### config.mk
export PLATFORM = sky130hd
export DESIGN_NAME = pos_read_sequencer_flat
export DESIGN_NICKNAME = d
export VERILOG_FILES = /design/src/rtl/pos_read_sequencer_pkg.sv /design/src/rtl/pos_read_sequencer_if.sv /design/src/rtl/pos_read_sequencer.sv /design/src/flat_wrapper.sv
export SDC_FILE = /design/constraint.sdc
export NUM_CORES = 1
export LEC_CHECK = 0
export ABC_AREA = 0
export BUFFER_PORTS_ARGS = -buffer_cell sky130_fd_sc_hd__buf_2
export CAP_MARGIN = 20
export CORE_UTILIZATION = 30
export CTS_BUF_LIST = sky130_fd_sc_hd__clkbuf_16
export CTS_CLUSTER_DIAMETER = 30
export DETAILED_ROUTE_END_ITERATION = 12
export PLACE_DENSITY = 0.43
export SLEW_MARGIN = 20
export SYNTH_ARGS = -nofsm -noshare
export SYNTH_HDL_FRONTEND = slang
export SYNTH_SLANG_ARGS = --single-unit
### constraint.sdc
create_clock -name clk -period 4.5 [get_ports clk]
set_input_delay 0.9 -clock clk [delete_from_list [all_inputs] [get_ports clk]]
set_output_delay 0.9 -clock clk [all_outputs]
set_load 0.01 [all_outputs]
### src/rtl/pos_read_sequencer_pkg.sv
// ----------------------------------------------------------------------------
// pos_read_sequencer_pkg : shared state encoding and address constants
// Rev 1.0
// ----------------------------------------------------------------------------
`default_nettype none

package pos_read_sequencer_pkg;

  typedef enum logic [2:0] {
    IDLE     = 3'd0,
    RD_NUM   = 3'd1,
    WAIT_CNT = 3'd2,
    SWEEP    = 3'd3,
    DRAIN    = 3'd4,
    FINISH   = 3'd5
  } seq_state_t;

  // Address 0 of the position cache holds the home-cell particle count.
  localparam int unsigned COUNT_SLOT_ADDR = 0;

endpackage

`default_nettype wire

### src/rtl/pos_read_sequencer_if.sv
// ----------------------------------------------------------------------------
// pos_read_sequencer_if : control/status bundle between PE control and sequencer
// Rev 1.0
// ----------------------------------------------------------------------------
`default_nettype none

interface pos_read_sequencer_if #(
  parameter int PARTICLE_ID_WIDTH = 7
) ();

  logic                         start;
  logic                         stall;
  logic [PARTICLE_ID_WIDTH-1:0] ref_particle_count;
  logic                         phase;
  logic                         reading_particle_num;
  logic                         pause_reading;
  logic [PARTICLE_ID_WIDTH-1:0] ref_id;
  logic [PARTICLE_ID_WIDTH-1:0] particle_id;
  logic                         busy;
  logic                         done;
  logic                         cfg_err;

  modport master (
    output start, stall, ref_particle_count,
    input  phase, reading_particle_num, pause_reading,
           ref_id, particle_id, busy, done, cfg_err
  );

  modport slave (
    input  start, stall, ref_particle_count,
    output phase, reading_particle_num, pause_reading,
           ref_id, particle_id, busy, done, cfg_err
  );

endinterface

`default_nettype wire

### src/rtl/pos_read_sequencer.sv
// ----------------------------------------------------------------------------
// pos_read_sequencer : sweeps all (ref_id, particle_id) pairs of one home cell
// Rev 1.0
// ----------------------------------------------------------------------------
`default_nettype none

module pos_read_sequencer
  import pos_read_sequencer_pkg::*;
#(
  parameter int PARTICLE_ID_WIDTH = 7,
  parameter int COUNT_WAIT_CYCLES = 2,
  parameter int DRAIN_CYCLES      = 3
) (
  input  logic                clk,
  input  logic                rst,
  pos_read_sequencer_if.slave bus
);

  localparam int W       = PARTICLE_ID_WIDTH;
  localparam int CNT_MAX = (COUNT_WAIT_CYCLES > DRAIN_CYCLES) ? COUNT_WAIT_CYCLES : DRAIN_CYCLES;
  localparam int CNT_W   = $clog2(CNT_MAX + 1) + 1;

  localparam logic [W-1:0]     ID_ONE    = W'(1);
  localparam logic [W-1:0]     ID_SLOT   = W'(COUNT_SLOT_ADDR);
  localparam logic [CNT_W-1:0] CNT_ONE   = CNT_W'(1);
  localparam logic [CNT_W-1:0] WAIT_LAST = CNT_W'(COUNT_WAIT_CYCLES);
  localparam logic [CNT_W-1:0] DRN_LAST  = CNT_W'(DRAIN_CYCLES - 1);

  seq_state_t       state_q, state_d;
  logic             phase_q, phase_d;
  logic             rpn_q, rpn_d;
  logic             pause_q, pause_d;
  logic [W-1:0]     ref_q, ref_d;
  logic [W-1:0]     pid_q, pid_d;
  logic [W-1:0]     n_q, n_d;
  logic [CNT_W-1:0] cnt_q, cnt_d;
  logic             busy_q, busy_d;
  logic             done_q, done_d;
  logic             err_q, err_d;

  always_comb begin
    state_d = state_q;
    phase_d = phase_q;
    rpn_d   = rpn_q;
    ref_d   = ref_q;
    pid_d   = pid_q;
    n_d     = n_q;
    cnt_d   = cnt_q;
    done_d  = 1'b0;
    err_d   = err_q;

    unique case (state_q)
      IDLE: begin
        if (bus.start) begin
          state_d = RD_NUM;
          rpn_d   = 1'b1;
          phase_d = 1'b0;
          ref_d   = ID_SLOT;
          pid_d   = ID_SLOT;
          err_d   = 1'b0;
          cnt_d   = '0;
        end
      end

      // Phase doubles as the two-cycle count-slot read counter.
      RD_NUM: begin
        if (!pause_q) begin
          if (!phase_q) begin
            phase_d = 1'b1;
          end else begin
            phase_d = 1'b0;
            rpn_d   = 1'b0;
            cnt_d   = '0;
            state_d = WAIT_CNT;
          end
        end
      end

      WAIT_CNT: begin
        if (cnt_q == WAIT_LAST) begin
          n_d   = bus.ref_particle_count;
          cnt_d = '0;
          if (bus.ref_particle_count == '0) begin
            ref_d   = ID_ONE;
            pid_d   = ID_ONE;
            state_d = DRAIN;
          end else if (&bus.ref_particle_count) begin
            err_d   = 1'b1;
            state_d = DRAIN;
          end else begin
            ref_d   = ID_ONE;
            pid_d   = ID_ONE;
            phase_d = 1'b0;
            state_d = SWEEP;
          end
        end else begin
          cnt_d = cnt_q + CNT_ONE;
        end
      end

      // Ids advance only when leaving phase 1; the last pair parks on N+1.
      SWEEP: begin
        if (!pause_q) begin
          if (!phase_q) begin
            phase_d = 1'b1;
          end else begin
            phase_d = 1'b0;
            if (pid_q == n_q) begin
              if (ref_q == n_q) begin
                ref_d   = n_q + ID_ONE;
                pid_d   = n_q + ID_ONE;
                cnt_d   = '0;
                state_d = DRAIN;
              end else begin
                pid_d = ID_ONE;
                ref_d = ref_q + ID_ONE;
              end
            end else begin
              pid_d = pid_q + ID_ONE;
            end
          end
        end
      end

      DRAIN: begin
        if (cnt_q == DRN_LAST) begin
          done_d  = 1'b1;
          ref_d   = ID_SLOT;
          pid_d   = ID_SLOT;
          phase_d = 1'b0;
          state_d = FINISH;
        end else begin
          cnt_d = cnt_q + CNT_ONE;
        end
      end

      FINISH: begin
        state_d = IDLE;
      end

      default: begin
        state_d = IDLE;
      end
    endcase

    busy_d  = (state_d != IDLE);
    pause_d = bus.stall && ((state_d == SWEEP) || (state_d == RD_NUM));
  end

  always_ff @(posedge clk or posedge rst) begin
    if (rst) begin
      state_q <= IDLE;
      phase_q <= 1'b0;
      rpn_q   <= 1'b0;
      pause_q <= 1'b0;
      ref_q   <= '0;
      pid_q   <= '0;
      n_q     <= '0;
      cnt_q   <= '0;
      busy_q  <= 1'b0;
      done_q  <= 1'b0;
      err_q   <= 1'b0;
    end else begin
      state_q <= state_d;
      phase_q <= phase_d;
      rpn_q   <= rpn_d;
      pause_q <= pause_d;
      ref_q   <= ref_d;
      pid_q   <= pid_d;
      n_q     <= n_d;
      cnt_q   <= cnt_d;
      busy_q  <= busy_d;
      done_q  <= done_d;
      err_q   <= err_d;
    end
  end

  assign bus.phase                = phase_q;
  assign bus.reading_particle_num = rpn_q;
  assign bus.pause_reading        = pause_q;
  assign bus.ref_id               = ref_q;
  assign bus.particle_id          = pid_q;
  assign bus.busy                 = busy_q;
  assign bus.done                 = done_q;
  assign bus.cfg_err              = err_q;

endmodule

`default_nettype wire

### src/flat_wrapper.sv
// flat-port wrapper written by rule: the top's interface ports become plain ports
module pos_read_sequencer_flat import pos_read_sequencer_pkg::*;
#(
  parameter int PARTICLE_ID_WIDTH = 7,
  parameter int COUNT_WAIT_CYCLES = 2,
  parameter int DRAIN_CYCLES      = 3
)
  (clk, rst, bus_start, bus_stall, bus_ref_particle_count, bus_phase, bus_reading_particle_num, bus_pause_reading, bus_ref_id, bus_particle_id, bus_busy, bus_done, bus_cfg_err);
  pos_read_sequencer_if #(.PARTICLE_ID_WIDTH(PARTICLE_ID_WIDTH)) bus_i ();
  input  logic clk;
  input  logic rst;
  input wire logic [$bits(bus_i.start)-1:0] bus_start;
  input wire logic [$bits(bus_i.stall)-1:0] bus_stall;
  input wire logic [$bits(bus_i.ref_particle_count)-1:0] bus_ref_particle_count;
  output wire logic [$bits(bus_i.phase)-1:0] bus_phase;
  output wire logic [$bits(bus_i.reading_particle_num)-1:0] bus_reading_particle_num;
  output wire logic [$bits(bus_i.pause_reading)-1:0] bus_pause_reading;
  output wire logic [$bits(bus_i.ref_id)-1:0] bus_ref_id;
  output wire logic [$bits(bus_i.particle_id)-1:0] bus_particle_id;
  output wire logic [$bits(bus_i.busy)-1:0] bus_busy;
  output wire logic [$bits(bus_i.done)-1:0] bus_done;
  output wire logic [$bits(bus_i.cfg_err)-1:0] bus_cfg_err;
  assign bus_i.start = bus_start;
  assign bus_i.stall = bus_stall;
  assign bus_i.ref_particle_count = bus_ref_particle_count;
  assign bus_phase = bus_i.phase;
  assign bus_reading_particle_num = bus_i.reading_particle_num;
  assign bus_pause_reading = bus_i.pause_reading;
  assign bus_ref_id = bus_i.ref_id;
  assign bus_particle_id = bus_i.particle_id;
  assign bus_busy = bus_i.busy;
  assign bus_done = bus_i.done;
  assign bus_cfg_err = bus_i.cfg_err;
  pos_read_sequencer #(.PARTICLE_ID_WIDTH(PARTICLE_ID_WIDTH), .COUNT_WAIT_CYCLES(COUNT_WAIT_CYCLES), .DRAIN_CYCLES(DRAIN_CYCLES)) u_core (.clk(clk), .rst(rst), .bus(bus_i));
endmodule
Word-level counts from Yosys, hierarchy flattened
Cells that the tools add are included.

Equality and inequality tests: 24. Add/subtract/negate cells: 4. Reduce and logical (&&, ||, !) cells: 19. Multiplexer cells: 55.

Operators with widths (number): two-way mux 7 bit (13); two-way mux 3 bit (20); one-hot mux 7 bit (4 select lines) (2); one-hot mux 3 bit (5 select lines) (2); adder 7 x 1 -> 7 bit (second input constant) (3); AND reduction 7 bit (3); two-way mux 1 bit (15); == test 7 bit (2); inequality test 2 x 1 -> 1 bit (second input constant) (7); inequality test 2 bit (second input constant) (7); == test 3 x 2 -> 1 bit (second input constant) (4); AND reduction 9 bit (1); AND reduction 8 bit (1); nonzero test 4 bit (2); logical NOT 7 bit (1); == test 3 x 1 -> 1 bit (second input constant) (2); AND reduction 5 bit (1); nonzero test 5 bit (1); one-hot mux 1 bit (2 select lines) (2); one-hot mux 1 bit (4 select lines) (1); AND reduction 4 bit (1); nonzero test 2 bit (2); adder 3 x 1 -> 3 bit (second input constant) (1); == test 3 bit (second input constant) (1); 7 further kinds (7).

Output and inout port bits: 20. Flip-flop bits (word level): 33. Input port bits: 11. Logic and storage cells: 113.

Depth between registers and ports, before layout
Depth in word-level cells: 9. Mapped depth: 8. Gate-level depth less buffers: 7.

Worst setup path after synthesis
No wires, ideal clock.

Path type: input port to flip-flop. From: input port bus_ref_particle_count[2]. To: register u_core.busy_q (netlist: u_core.bus.busy). Cell stages on the path: 5. Setup slack: 2.158 ns. Data required time: 4.369 ns. Data arrival time: 2.211 ns. Cells stage by stage: nor4_1 > nand2_1 > a31o_2 > a211o_2 > or3_1.

Cells in the longest elaborated chain, start to end: 6.

RTL lines: start: declaration (line flat_wrapper.sv:14) `input wire logic [$bits(bus_i.ref_particle_count)-1:0] bus_ref_particle_count;`; AND reduction 7 bit (line pos_read_sequencer.sv:87) `end else if (&bus.ref_particle_count) begin`; two-way mux 3 bit (line pos_read_sequencer.sv:87); two-way mux 3 bit * (line pos_read_sequencer.sv:83) `if (bus.ref_particle_count == '0) begin`; two-way mux 3 bit * (line pos_read_sequencer.sv:80) `if (cnt_q == WAIT_LAST) begin`; one-hot mux 3 bit (5 select lines) * (line pos_read_sequencer.sv:52) `unique case (state_q)`; net u_core.state_d[0] (line pos_read_sequencer.sv:29) `seq_state_t state_q, state_d;`; nonzero test 3 bit * (line pos_read_sequencer.sv:146) `busy_d = (state_d != IDLE);`; net u_core.busy_d (line pos_read_sequencer.sv:37) `logic busy_q, busy_d;`; end signal: assignment (line pos_read_sequencer.sv:172) `busy_q <= busy_d;`; end: declaration (line pos_read_sequencer.sv:37).

The timed path passes the listed nets; every way through them passes the cells marked *. A chain may end at the register's enable or synchronous reset.

Final worst setup path
From: register u_core.n_q[1]. To: register u_core.ref_q[0] (netlist: u_core.bus.ref_id[0]).

Cells in the longest elaborated chain, start to end: 6.

RTL lines: start: declaration (line pos_read_sequencer.sv:35) `logic [W-1:0] n_q, n_d;`; start signal: assignment (line pos_read_sequencer.sv:170) `n_q <= n_d;`; == test 7 bit (line pos_read_sequencer.sv:109) `if (ref_q == n_q) begin`; two-way mux 7 bit (line pos_read_sequencer.sv:109); two-way mux 7 bit (line pos_read_sequencer.sv:108) `if (pid_q == n_q) begin`; two-way mux 7 bit (line pos_read_sequencer.sv:104) `if (!phase_q) begin`; two-way mux 7 bit (line pos_read_sequencer.sv:103) `if (!pause_q) begin`; one-hot mux 7 bit (4 select lines) (line pos_read_sequencer.sv:52); end signal: assignment (line pos_read_sequencer.sv:168) `ref_q <= ref_d;`; end: declaration (line pos_read_sequencer.sv:33) `logic [W-1:0] ref_q, ref_d;`.

Parallel ways exist; a longest one is shown, timed or not. The select of a mux whose other input is x is not followed.

==> impl_metrics.env <==
export IMPL_run_status="complete, no violations"
export IMPL_synthesis_area_um2=2210
export IMPL_final_min_clock_period_ns=2.49
export IMPL_crit_fanout=12
export IMPL_clkTransAtPathRegs_ns=0.06
export IMPL_clockBufferDepth=2
export IMPL_hold_class="reg -> reg"
export IMPL_reg2reg_from="u_core.n_q[1]"
export IMPL_holdPathEnd="u_core.bus.reading_particle_num"
export IMPL_worstMarginPinSlew_ns=0.631
export IMPL_numCtsBuffers=5
export IMPL_grt_pass1_wl_mm=10.2
export IMPL_synthFlopType="dfrtp_1"
export IMPL_yosys_warnings=0
export IMPL_nets=289
export IMPL_slew_headroom=0.575
export IMPL_critPathRequiredTime_ns=4.66
export IMPL_rr_worst_depth=5
export IMPL_critPathMaxStageDelay_ns=0.49
export IMPL_timing_final_crit_share=0.554
export IMPL_cts_sinks=33
export IMPL_crit_path_cell_trace="xor2_1 > nor4_4 > nand2_1 > a21oi_2 > mux2_1"
export IMPL_fp_dieH_um=87.8
export IMPL_p_switching_mw=0.760
export IMPL_slowest_stage="nor4_4"
export IMPL_pwr_share_clk=0.226
export IMPL_crit_path_start_kind="flop"
export IMPL_post_cts_buffers=0
export IMPL_syn_area_per_cell_um2=9.00
export IMPL_grt_start_max_net_pins=34
export IMPL_clock_root_buffer="clkbuf_16"
export IMPL_cts_resized=0
export IMPL_layout_drive_gt1_share=0.198
export IMPL_io_buffers=30
export IMPL_die_area_um2=7700
export IMPL_maxSlewViolCount=0
export IMPL_core_um2=6940
export IMPL_placementRows=30
export IMPL_vias=1990
export IMPL_setup_violations=0
export IMPL_yosysUniqueCellTypes=54
export IMPL_p_sw_frac=0.443
export IMPL_drc=0
export IMPL_synth_seq_area_share=0.374
export IMPL_die_w_um=87.8
export IMPL_cts_tree="done"
export IMPL_ir_drop_mv=0.246
export IMPL_power_frac_comb=0.452
export IMPL_grt_pass1_vias=1868
export IMPL_fin_util=0.375
export IMPL_ant_nets=0
export IMPL_finalClockSkew_ns=0.00671
export IMPL_synthesis_nets=261
export IMPL_track_usage=0.176
export IMPL_worstPathArrival_ns=2.65
export IMPL_share_seq_of_total_power=0.322
export IMPL_nFillCells=744
export IMPL_vias_per_cell=5.39
export IMPL_synth_edf_count=0
export IMPL_initial_core_util=0.318
export IMPL_p_leak_nw=1.16
export IMPL_crit_buf_inv=0
export IMPL_antenna_found_initial=0
export IMPL_clk_latency_ns=0.28
export IMPL_power_density_nw_per_um2=658
export IMPL_postCtsHoldBufs=0
export IMPL_htreeDepth=2
export IMPL_synth_cells=245
export IMPL_whs_path_depth=2
export IMPL_area_growth_pct=18.2
export IMPL_place_congestion=0.791
export IMPL_cp_end_kind="flop"
export IMPL_ff2ff_setup_slack_ns=2.01
export IMPL_drtIter0Drc=105
export IMPL_p_int_mw=0.955
export IMPL_max_freq_ghz=0.401
export IMPL_setup_tns_ns=0
export IMPL_maxCapViolations=0
export IMPL_grt_setup_unrepaired="no"
export IMPL_min_from="u_core.bus.reading_particle_num"
export IMPL_finalHoldViolCount=0
export IMPL_diodes=0
export IMPL_ys_async_sr_fraction=1.00
export IMPL_dp_final_hpwl_mm=4.55
export IMPL_wl_per_cell_um=16.7
export IMPL_overflow=0
export IMPL_drt_wl_total_mm=6.15
export IMPL_cp_top_family="simple AND/OR/NAND/NOR gates"
export IMPL_pin_count=31
export IMPL_rr_endpoint="u_core.bus.ref_id[0]"
export IMPL_first_pass_iters=4
export IMPL_path_class="reg -> reg"
export IMPL_ys_ff_latch=33
[state kept, by name (all words and copies together), names as in the netlist, 3 cells and up]
name / cells
u_core.bus.particle_id: 7
u_core.bus.ref_id: 7
u_core.cnt_q: 3
u_core.n_q: 7
u_core.state_q: 3
[power by group through the flow]
stage / registers, mW / clock network, mW / logic, mW
finish: 0.553 / 0.388 / 0.775
global route: 0.570 / 0.409 / 0.866
CTS: 0.552 / 0.396 / 0.779
detailed placement: 0.558 / 0 / 0.776
global placement: 0.561 / 0 / 0.781
floorplan: 0.482 / 0 / 0.639
[layout by cell type, fill, tap and decap left out, types with 3 or more instances in the layout]
cell type	count
o22ai_1	7
o221ai_1	4
nand3_1	9
nor2b_1	5
xor2_1	13
clkbuf_16	5
a2bb2oi_1	3
mux2_2	6
nor3_1	8
o21ai_0	15
nand2b_1	4
dfrtp_1	33
buf_2	30
nor3b_1	3
a31oi_1	7
ha_1	5
inv_1	15
a211oi_1	3
nand2_1	12
mux2i_1	3
xnor2_1	4
or3_1	6
a21oi_1	14
nor2_1	18
[final cells by class]
class / count / area [µm²] / area share
clock buffers: 5 / 125 / 0.0480
clock inverters: 2 / 35.0 / 0.0134
inverters: 15 / 56.3 / 0.0216
multi-input cells: 186 / 1280 / 0.491
flip-flops and latches: 33 / 826 / 0.317
well taps: 96 / 120 / 0.0461
repair buffers: 32 / 165 / 0.0633
[worst max path at each step]
stage / slack, ns / cells past startpoint / end / from
after CTS: 2.00 / 5 / u_core.bus.ref_id[0] / u_core.n_q[5]
after global placement: 1.88 / 6 / u_core.bus.ref_id[0] / bus_start
final: 2.01 / 5 / u_core.bus.ref_id[0] / u_core.n_q[1]
after floorplan: 2.16 / 5 / u_core.bus.busy / bus_ref_particle_count[2]
after global routing: 1.88 / 5 / u_core.bus.ref_id[0] / u_core.n_q[1]
after detailed placement: 1.86 / 6 / u_core.bus.ref_id[0] / bus_start
[cells in the mapped netlist (all sizes together), types with 2 or more instances]
master,number,share of area
nor2,18,0.031
nand2,12,0.020
and2,2,0.0057
clkbuf,8,0.014
o21ai,15,0.034
xor2,13,0.052
inv,15,0.026
o21bai,2,0.0068
o221ai,4,0.016
nor3b,3,0.010
a221oi,2,0.0079
dfrtp,33,0.37
buf,3,0.0062
xnor2,4,0.016
o22ai,7,0.020
nand3,10,0.025
or3,7,0.020
nand2b,4,0.011
a2bb2oi,3,0.012
o211a,2,0.0091
nor4,3,0.015
mux2i,3,0.014
a31oi,7,0.020
nor3,9,0.026
nor2b,5,0.014
mux2,7,0.036
nand4,3,0.015
or4,2,0.0068
a211oi,3,0.010
ha,5,0.028
o31ai,2,0.0068
a21oi,15,0.036
[tightest hold or removal path: cells and delay by family, from the launching register on]
kind,cells,cell delay [ns]
AO/OA/AOI/OAI,2,0.12
flip-flops,1,0.35
[per-stage QoR]
stage | total power, mW | area, µm² | setup slack (ns) | hold slack [ns] | cells
after CTS | 1.73 | 2610 | 2.00 | 0.506 | 369
final | 1.72 | 2610 | 2.01 | 0.504 | 369
after floorplan | 1.12 | 2210 | 2.16 | 0.477 | 245
after detailed placement | 1.33 | 2450 | 1.86 | 0.493 | 362
after global routing | 1.85 | 2610 | 1.88 | 0.526 | 369
after global placement | 1.34 | 2450 | 1.88 | 0.490 | 362
[metal layers]
layer / vias to the layer above / part of all wire / track usage
met5: - / 0 / 0
met4: 0 / 0.012 / 0.0492
met3: 6 / 0.037 / 0.0405
met2: 44 / 0.42 / 0.252
met1: 976 / 0.53 / 0.261
li1: 964 / - / -
[cells by family (layout without fill, tap and decap cells)]
logic type	count (synthesis)	count (layout)	share of synthesized area
buf+inv	26	54	0.0454
flops	33	33	0.374
mux	10	10	0.0493
simple gates	82	82	0.216
xor+xnor	17	17	0.0675
fa+ha+maj	5	5	0.0284
compound gates	72	72	0.220
No activity file was read; power rests on OpenSTA's default activity.
